`src/rtl/ttt_pkg.sv`:
```
`default_nettype none
// ============================================================================
// Module      : ttt_pkg
// Description : Shared cell/who codes, line table, preference lists and FSM
//               state type for the tic-tac-toe move engine.
// Revision    : 1.0 - initial release
// ============================================================================
package ttt_pkg;

    localparam logic [1:0] EMPTY = 2'b00;
    localparam logic [1:0] PX    = 2'b01;
    localparam logic [1:0] PO    = 2'b10;
    localparam logic [1:0] BAD   = 2'b11;

    localparam logic [1:0] WHO_PLAY = 2'b00;
    localparam logic [1:0] WHO_XWIN = 2'b01;
    localparam logic [1:0] WHO_OWIN = 2'b10;
    localparam logic [1:0] WHO_DRAW = 2'b11;

    // Rows, columns, then diagonals; the order decides which win/block is kept.
    localparam logic [3:0] LINE_TBL [8][3] = '{
        '{4'd0, 4'd1, 4'd2}, '{4'd3, 4'd4, 4'd5}, '{4'd6, 4'd7, 4'd8},
        '{4'd0, 4'd3, 4'd6}, '{4'd1, 4'd4, 4'd7}, '{4'd2, 4'd5, 4'd8},
        '{4'd0, 4'd4, 4'd8}, '{4'd2, 4'd4, 4'd6}
    };

    localparam logic [3:0] CORNERS [4] = '{4'd0, 4'd2, 4'd6, 4'd8};
    localparam logic [3:0] EDGES   [4] = '{4'd1, 4'd3, 4'd5, 4'd7};

    typedef enum logic [2:0] {
        ST_IDLE  = 3'd0,
        ST_SCAN  = 3'd1,
        ST_PICK  = 3'd2,
        ST_ISSUE = 3'd3,
        ST_WAIT  = 3'd4
    } state_e;

    function automatic logic [3:0] count_code(input logic [8:0][1:0] b,
                                              input logic [1:0]      code);
        logic [3:0] n;
        n = '0;
        for (int i = 0; i < 9; i++) begin
            if (b[i] == code) n = n + 4'd1;
        end
        return n;
    endfunction

endpackage
`default_nettype wire

```
`src/rtl/ttt_line_eval.sv`:
```
`default_nettype none
// ============================================================================
// Module      : ttt_line_eval
// Description : Combinational classifier for one three-cell board line.
// Revision    : 1.0 - initial release
// ============================================================================
module ttt_line_eval
    import ttt_pkg::*;
(
    input  logic [1:0] cell0_i,
    input  logic [1:0] cell1_i,
    input  logic [1:0] cell2_i,
    input  logic [3:0] idx0_i,
    input  logic [3:0] idx1_i,
    input  logic [3:0] idx2_i,
    output logic       o_two_o,
    output logic       x_two_o,
    output logic [3:0] empty_idx_o
);

    logic [1:0] w_n_o;
    logic [1:0] w_n_x;
    logic [1:0] w_n_e;

    assign w_n_o = 2'(cell0_i == PO)    + 2'(cell1_i == PO)    + 2'(cell2_i == PO);
    assign w_n_x = 2'(cell0_i == PX)    + 2'(cell1_i == PX)    + 2'(cell2_i == PX);
    assign w_n_e = 2'(cell0_i == EMPTY) + 2'(cell1_i == EMPTY) + 2'(cell2_i == EMPTY);

    assign o_two_o = (w_n_o == 2'd2) && (w_n_e == 2'd1);
    assign x_two_o = (w_n_x == 2'd2) && (w_n_e == 2'd1);

    always_comb begin
        empty_idx_o = idx2_i;
        if (cell0_i == EMPTY)      empty_idx_o = idx0_i;
        else if (cell1_i == EMPTY) empty_idx_o = idx1_i;
    end

endmodule
`default_nettype wire

```
`src/rtl/ttt_move_engine.sv`:
```
`default_nettype none
// ============================================================================
// Module      : ttt_move_engine
// Description : Computer opponent: detects its turn, scans a board snapshot,
//               picks a move by fixed priority and requests it from the game.
// Revision    : 1.0 - initial release
// ============================================================================
module ttt_move_engine
    import ttt_pkg::*;
#(
    parameter int HOLD_CYCLES = 5
) (
    input  logic       clock,
    input  logic       reset,
    input  logic       enable,
    input  logic [1:0] pos1,
    input  logic [1:0] pos2,
    input  logic [1:0] pos3,
    input  logic [1:0] pos4,
    input  logic [1:0] pos5,
    input  logic [1:0] pos6,
    input  logic [1:0] pos7,
    input  logic [1:0] pos8,
    input  logic [1:0] pos9,
    input  logic [1:0] who,
    output logic       pc,
    output logic [3:0] computer_position,
    output logic       busy,
    output logic       error
);

    localparam int HOLD_W = (HOLD_CYCLES > 1) ? $clog2(HOLD_CYCLES) : 1;

    state_e            state_q, state_d;
    logic [8:0][1:0]   snap_q, snap_d;
    logic [2:0]        line_q, line_d;
    logic              win_vld_q, win_vld_d;
    logic [3:0]        win_idx_q, win_idx_d;
    logic              blk_vld_q, blk_vld_d;
    logic [3:0]        blk_idx_q, blk_idx_d;
    logic [3:0]        pos_q, pos_d;
    logic [HOLD_W-1:0] hold_q, hold_d;
    logic              err_q, err_d;

    logic [8:0][1:0]   w_board;
    logic [3:0]        w_nx, w_no, w_ne, w_nbad;
    logic              w_in_play, w_trigger, w_fault;
    logic              w_o_two, w_x_two;
    logic [3:0]        w_empty_idx;
    logic [3:0]        w_pick;
    logic              w_found;

    assign w_board   = {pos9, pos8, pos7, pos6, pos5, pos4, pos3, pos2, pos1};
    assign w_nx      = count_code(w_board, PX);
    assign w_no      = count_code(w_board, PO);
    assign w_ne      = count_code(w_board, EMPTY);
    assign w_nbad    = count_code(w_board, BAD);
    assign w_in_play = enable && (who == WHO_PLAY);
    assign w_trigger = w_in_play && (w_nx == w_no + 4'd1) && (w_ne != 4'd0);
    assign w_fault   = (w_nbad != 4'd0) || !((w_nx == w_no) || (w_nx == w_no + 4'd1));

    ttt_line_eval u_line_eval (
        .cell0_i     (snap_q[LINE_TBL[line_q][0]]),
        .cell1_i     (snap_q[LINE_TBL[line_q][1]]),
        .cell2_i     (snap_q[LINE_TBL[line_q][2]]),
        .idx0_i      (LINE_TBL[line_q][0]),
        .idx1_i      (LINE_TBL[line_q][1]),
        .idx2_i      (LINE_TBL[line_q][2]),
        .o_two_o     (w_o_two),
        .x_two_o     (w_x_two),
        .empty_idx_o (w_empty_idx)
    );

    // Snapshot always has an empty cell here, so one of the branches hits.
    always_comb begin
        w_pick  = 4'd0;
        w_found = 1'b0;
        if (win_vld_q) begin
            w_pick = win_idx_q;
        end else if (blk_vld_q) begin
            w_pick = blk_idx_q;
        end else if (snap_q[4] == EMPTY) begin
            w_pick = 4'd4;
        end else begin
            for (int i = 0; i < 4; i++) begin
                if (!w_found && snap_q[CORNERS[i]] == EMPTY) begin
                    w_pick  = CORNERS[i];
                    w_found = 1'b1;
                end
            end
            for (int i = 0; i < 4; i++) begin
                if (!w_found && snap_q[EDGES[i]] == EMPTY) begin
                    w_pick  = EDGES[i];
                    w_found = 1'b1;
                end
            end
        end
    end

    always_comb begin
        state_d   = state_q;
        snap_d    = snap_q;
        line_d    = line_q;
        win_vld_d = win_vld_q;
        win_idx_d = win_idx_q;
        blk_vld_d = blk_vld_q;
        blk_idx_d = blk_idx_q;
        pos_d     = pos_q;
        hold_d    = hold_q;
        err_d     = err_q | w_fault;

        case (state_q)
            ST_IDLE: begin
                if (w_trigger) begin
                    snap_d    = w_board;
                    line_d    = 3'd0;
                    win_vld_d = 1'b0;
                    blk_vld_d = 1'b0;
                    state_d   = ST_SCAN;
                end
            end
            ST_SCAN: begin
                if (!w_in_play) begin
                    state_d = ST_IDLE;
                end else begin
                    if (w_o_two && !win_vld_q) begin
                        win_vld_d = 1'b1;
                        win_idx_d = w_empty_idx;
                    end
                    if (w_x_two && !blk_vld_q) begin
                        blk_vld_d = 1'b1;
                        blk_idx_d = w_empty_idx;
                    end
                    line_d = line_q + 3'd1;
                    if (line_q == 3'd7) state_d = ST_PICK;
                end
            end
            ST_PICK: begin
                if (!w_in_play) begin
                    state_d = ST_IDLE;
                end else begin
                    pos_d   = w_pick;
                    hold_d  = '0;
                    state_d = ST_ISSUE;
                end
            end
            ST_ISSUE: begin
                if (!w_in_play) begin
                    state_d = ST_IDLE;
                end else if (w_board[pos_q] == PO) begin
                    state_d = ST_WAIT;
                end else if (hold_q == HOLD_W'(HOLD_CYCLES - 1)) begin
                    err_d   = 1'b1;
                    state_d = ST_WAIT;
                end else begin
                    hold_d = hold_q + 1'b1;
                end
            end
            ST_WAIT: begin
                if ((w_nx == w_no) || !w_in_play) state_d = ST_IDLE;
            end
            default: state_d = ST_IDLE;
        endcase
    end

    always_ff @(posedge clock) begin
        if (reset) begin
            state_q   <= ST_IDLE;
            snap_q    <= '0;
            line_q    <= '0;
            win_vld_q <= 1'b0;
            win_idx_q <= '0;
            blk_vld_q <= 1'b0;
            blk_idx_q <= '0;
            pos_q     <= '0;
            hold_q    <= '0;
            err_q     <= 1'b0;
        end else begin
            state_q   <= state_d;
            snap_q    <= snap_d;
            line_q    <= line_d;
            win_vld_q <= win_vld_d;
            win_idx_q <= win_idx_d;
            blk_vld_q <= blk_vld_d;
            blk_idx_q <= blk_idx_d;
            pos_q     <= pos_d;
            hold_q    <= hold_d;
            err_q     <= err_d;
        end
    end

    assign pc                = (state_q == ST_ISSUE);
    assign busy              = (state_q != ST_IDLE);
    assign computer_position = pos_q;
    assign error             = err_q;

endmodule
`default_nettype wire

```
`config.mk`:
```
export PLATFORM = sky130hd
export DESIGN_NAME = ttt_move_engine
export DESIGN_NICKNAME = d
export VERILOG_FILES = /design/src/rtl/ttt_pkg.sv /design/src/rtl/ttt_line_eval.sv /design/src/rtl/ttt_move_engine.sv
export SDC_FILE = /design/constraint.sdc
export NUM_CORES = 1
export LEC_CHECK = 0
export BUFFER_PORTS_ARGS = -buffer_cell sky130_fd_sc_hd__buf_2
export CAP_MARGIN = 30
export CORE_UTILIZATION = 50
export CTS_CLUSTER_SIZE = 40
export DETAILED_ROUTE_END_ITERATION = 8
export PLACE_DENSITY = 0.69
export SLEW_MARGIN = 20
export SYNTH_ARGS = -nofsm -noshare
export SYNTH_HDL_FRONTEND = slang
export SYNTH_SLANG_ARGS = --single-unit
```
`constraint.sdc`:
```
create_clock -name clock -period 6.39 [get_ports clock]
set_input_delay 1.278 -clock clock [delete_from_list [all_inputs] [get_ports clock]]
set_output_delay 1.278 -clock clock [all_outputs]
set_load 0.02 [all_outputs]
```
# Yosys cells after proc, flatten, opt, wreduce, memory -nomap -nowiden
# Memories as Yosys holds them, arrays and structs flattened.
# Cells that the tools add are included.
# Widths: inputs -> output; s select.
# totals
register_bits	42
mem_bits_ro	96
in_bits	23
output_inout_bits	7
word_cells	302
memories	1
# classes
add_sub_neg	41
order_cmp	5
eq_ne	56
muxes	114
bitwise	2
n_reduce_logical	65
# memory_table
name	depth	width	read_ports	rd_clocked_by_memory_dff	wr	line	rtl
(no name shown)	8	12	1	0	0	ttt_move_engine.sv:68	.idx2_i (LINE_TBL[line_q][2]),
# op_table
cell	count
$mux 4	43
$add 4x1->4 const B	33
$eq 2x2->1 const B	24
$logic_not 2->1	22
$mux 1	41
$mux 3	13
$bmux 2 s4	4
$eq 2x1->1 const B	13
$mux 12	2
$lt 4x5->1 const B	4
$ne 2x2->1 const B	8
$pmux 3 s5	1
$logic_and 1x1->1	14
$mux 2	6
$pmux 3 s2	2
$reduce_and 4->1	3
$logic_not 1->1	11
$eq 3x3->1 const B	3
$reduce_and 3->1	3
$eq 4x4->1	2
$reduce_bool 4->1	2
$add 1x1->2	3
$add 2x1->2	3
$add 3x1->3 const B	2
15 further kinds	21

# Longest topological paths before layout
# logic_depth
depth_word	47
depth_mapped	31
mapped_depth_nobuf	30

# Modules after synthesis
# Synthesis repeated with hierarchy kept, for this count alone.
# unflattened
cells_unflattened	669
hier_area_um2	5391.4
# by_module_without_submodules
mod	n_inst	cells_per_inst	area_each_um2	seq_area_each_um2
ttt_move_engine	1	636	5134.9	840.8
ttt_line_eval	1	33	256.5	0.0

# Worst setup path before layout
# No wires, ideal clock.
# synth_timing
path_type	input to register
startpoint	input pos1[0]
endpoint	register snap_q[0] (netlist name)
setup_ns	0.072
arrival_ns	6.371
required_ns	6.318
setup_slack_ns	-0.052
path_stages	28
path_buffers	1
path_cell_list	nor2b_1 > ha_1 > xnor2_1 > ha_1 > nand2_1 > nand2_1 > ha_1 > nor2_1 > a31oi_1 > ha_1 > and3b_1 > a31oi_1 > nand2b_1 > ha_1 > o22ai_1 > inv_1 > ha_1 > nand2_1 > nand2_1 > ha_1 > a22o_1 > xnor3_1 > xnor2_1 > nand3_1 > a211o_1 > nor3_4 > buf_6 > mux2i_1
# synth_via
elab_chain_cells	23
word_cells_on_any_way	60
cone_classes	add/sub (25); eq/ne (3); mux (27); reduce/logical (5)
# synth_rtl
element	line	rtl
from (decl)	ttt_move_engine.sv:16	input logic [1:0] pos1,
$eq 2x2->1	ttt_pkg.sv:43	if (b[i] == code) n = n + 4'd1;
$mux 1	ttt_pkg.sv:43	
$add 4x1->4	ttt_pkg.sv:43	
$mux 4	ttt_pkg.sv:43	
$add 4x1->4	ttt_pkg.sv:43	
$mux 4	ttt_pkg.sv:43	
$add 4x1->4	ttt_pkg.sv:43	
$mux 4	ttt_pkg.sv:43	
[6 not listed]	-	
$add 4x1->4	ttt_pkg.sv:43	
$mux 4	ttt_pkg.sv:43	
$add 4x1->4	ttt_pkg.sv:43	
$mux 4	ttt_pkg.sv:43	
$add 4x1->4	ttt_move_engine.sv:59	assign w_trigger = w_in_play && (w_nx == w_no + 4'd1) && (w_ne != 4'd0);
$eq 4x4->1	ttt_move_engine.sv:59	
$logic_and 1x1->1 (2 in a row)	ttt_move_engine.sv:59	
$reduce_and 2->1 (no line)	-	
to (signal assigned)	ttt_move_engine.sv:180	snap_q <= snap_d;
to (decl)	ttt_move_engine.sv:35	logic [8:0][1:0] snap_q, snap_d;
# Several ways; a longest one is shown, not always the timed one.
# A chain may end at the register's enable or synchronous reset.

# Final worst setup path
# layout_timing
startpoint	input pos1[0]
endpoint	register snap_q[4] (netlist name)
# layout_via
elab_chain_cells	23
word_cells_on_any_way	60
cone_classes	add/sub (25); eq/ne (3); mux (27); reduce/logical (5)
# layout_rtl
element	line
$eq 2x2->1	ttt_pkg.sv:43
$mux 1	ttt_pkg.sv:43
$add 4x1->4	ttt_pkg.sv:43
$mux 4	ttt_pkg.sv:43
$add 4x1->4	ttt_pkg.sv:43
$mux 4	ttt_pkg.sv:43
$add 4x1->4	ttt_pkg.sv:43
$mux 4	ttt_pkg.sv:43
[7 not listed]	-
$mux 4	ttt_pkg.sv:43
$add 4x1->4	ttt_pkg.sv:43
$mux 4	ttt_pkg.sv:43
$add 4x1->4	ttt_move_engine.sv:59
$eq 4x4->1	ttt_move_engine.sv:59
$logic_and 1x1->1	ttt_move_engine.sv:59
$logic_and 1x1->1 *	ttt_move_engine.sv:59
$reduce_and 2->1 (no line) *	-
# Every way passes the cells marked *; elsewhere a longest branch is shown, timed or not.

==> flow_summary.ini <==
[critical_path]
max_stage_delay_ns = 0.37
required_ns = 6.61
arrival_ns = 6.53
slowest_stage = ha_1
reg2reg_depth = 12
critPathMaxFanout = 6
start_kind = input pin
worstSetupPathType = in2reg
end_kind = register

[routing]
wirelength_um = 14200
drtAntennaViolNets = 0
via_per_inst = 5.81
drcViolationCount = 0
dr.pass1.iters = 5
detail_route.iter0.violations = 267
wl_per_cell_um = 15.9
vias = 5191

[pwr]
power.density_mw_per_mm2 = 183
ir_worst_vdd_v = 0.000117
p_leak_nw = 2.74

[synthesis]
synth_cell_types = 72
netlist_area_mm2 = 0.00544
synthFlopType = dfxtp_1
synth.net_count = 751
netlist.area_leader.share_pct = 15.5
yosysWarnings = 0
yosysMostFrequentCell = nor2_1
synthTopCellsByArea = dfxtp_1 (15%), ha_1 (9.4%), mux2i_1 (7.7%)
synthTopCellsByCount = nor2_1 (70), nand2b_1 (60), nand2_1 (59)
synth_seq_cells = 42
syn_inst = 684
synth.yosys.seq_area_share_pct = 15.5
synth_top_cell_by_area = dfxtp_1
syn_area_per_cell_um2 = 7.95
async_flop_share_pct = 0
synth_edf_count = 0

[timing]
hold_viol = 0
worst_clock_skew_ns = 0.0174
rsz0062_at_grt = true
setup_viol = 0
drv_slew = 0
min_period_ns = 6.31
holdWs_ns = 0.504
fmaxAchievable_ghz = 0.159
slew_headroom_pct = 40.2
tightestPinTransition_ns = 0.898
period_share_pct = 98.7

[global_route]
grt_max_degree = 64
grt_usage_pct = 24.7
grt_pass1_vias = 5131
grt-ovfl-total = 0
grt_pass1_wl_um = 23000
grt_antenna_before_repair = 0

[finish]
syn_to_final_growth_pct = 21.4
num-nets-final = 823
final_util_pct = 63.4
drive_gt1_share_pct = 23.1
n_fill_cell = 893
fin_area_mm2 = 0.00661
antennaDiodeCount = 0
final_cells = 893

[floorplan]
die_w_um = 106
floorplan.rows = 37
core_region_area_mm2 = 0.0104
die_h_um = 106
initial_core_util_pct = 52.2
io_pins = 30
dieArea_mm2 = 0.0113

[cts]
cts_buffers = 5
cts_tree = built
clockBufferDepth = 2
cts_hold_buf = 0
clkTransAtPathRegs_ns = 0.09
clock_latency_ns = 0.30
cts_root_buf = clkbuf_8
numClockSinks = 42
h-tree-depth = 2

[worst_hold_path]
hold_depth = 2
hp-class = reg2reg

[place]
gp_congestion = 0.867
port_buffers = 29
dp_cells = 870
hpwlAfterDp_um = 10800
place_area_mm2 = 0.00604

[job]
drv_cap = 0

[run_status]
status = complete, no violations
==> layout by cell type, fill, tap and decap left out, drive strengths merged, types with 15 or more instances in the layout <==
cell	instances
buf	96
nor2	70
nand2b	60
nand2	59
xnor2	49
mux2i	42
dfxtp	42
ha	41
inv	36
a21oi	28
o21ai	22
xor2	18
nand3	16
nor2b	15
==> stage by stage <==
stage	TNS, ns	worst slack, ns	total power [mW]
2_1_floorplan	0	0.0188	0.727
3_5_place_dp	-5.26	-0.259	0.929
6_report	0	0.0813	1.21
5_1_grt	-3.33	-0.178	1.30
3_3_place_gp	-2.24	-0.129	0.905
4_1_cts	0	0.0344	1.11
==> power breakdown <==
group	internal [mW]	switching [mW]	total, mW
combinational	0.392	0.359	0.751
sequential	0.269	0.00911	0.278
clock	0.0782	0.101	0.180
==> state kept, by name, summed over array words and instances (netlist names), 3 cells and up <==
signal / flops
snap_q: 18
blk_idx_q: 4
computer_position: 4
win_idx_q: 4
hold_q: 3
line_q: 3
state_q: 3
==> critical path, delay by kind of cell <==
| kind | cells | cell delay [ns] |
|---|---|---|
| xor+xnor | 1 | 0.13 |
| buf+inv | 6 | 0.64 |
| mux | 1 | 0.20 |
| simple gates | 13 | 1.17 |
| compound gates | 5 | 0.94 |
| fa+ha+maj | 8 | 2.16 |
==> worst paths after layout <==
path              slack [ns]         start           end
setup / recovery        0.08       pos1[0]     snap_q[4]
hold / removal          0.50  blk_idx_q[0]  blk_idx_q[0]
setup reg to reg        1.88     line_q[0]  win_idx_q[0]
hold reg to reg         0.50  blk_idx_q[0]  blk_idx_q[0]
==> final cells by class <==
class,count,area (um2),share of cell area (%)
Multi-Input combinational cell,574,4620,70.0
Sequential cell,42,841,12.7
Timing Repair Buffer,98,748,11.3
Tap cell,136,170,2.58
Inverter,35,131,1.99
Clock buffer,5,68.8,1.04
Clock inverter,3,23.8,0.360
==> routing by layer <==
| metal | vias up | global-route usage, % | share of wire, % |
|---|---|---|---|
| met1 | 2519 | 30.1 | 42 |
| li1 | 2537 | - | - |
| met5 | - | 0 | 0 |
| met2 | 120 | 46.2 | 53 |
| met3 | 15 | 1.90 | 3.1 |
| met4 | 0 | 6.94 | 1.5 |
==> timing repair <==
item | 4_1_cts | 5_1_grt
setup endpoints to repair | 0 | 26
endpoints found under the hold margin | 0 | 0
setup buffers | 0 | 12
gates resized for setup | 0 | 62
==> kinds of logic (layout without fill, tap and decap cells) <==
group,Yosys count,count (layout),share of synthesized area (%)
AO/OA/AOI/OAI,115,115,14.1
XOR/XNOR,78,78,16.1
adder cells (fa/ha/maj),44,44,10.5
buffers and inverters,68,141,5.04
flip-flops,42,42,15.5
multiplexers,56,56,12.1
AND/OR/NAND/NOR,281,281,26.7
Power figures use the tool's default switching activity.
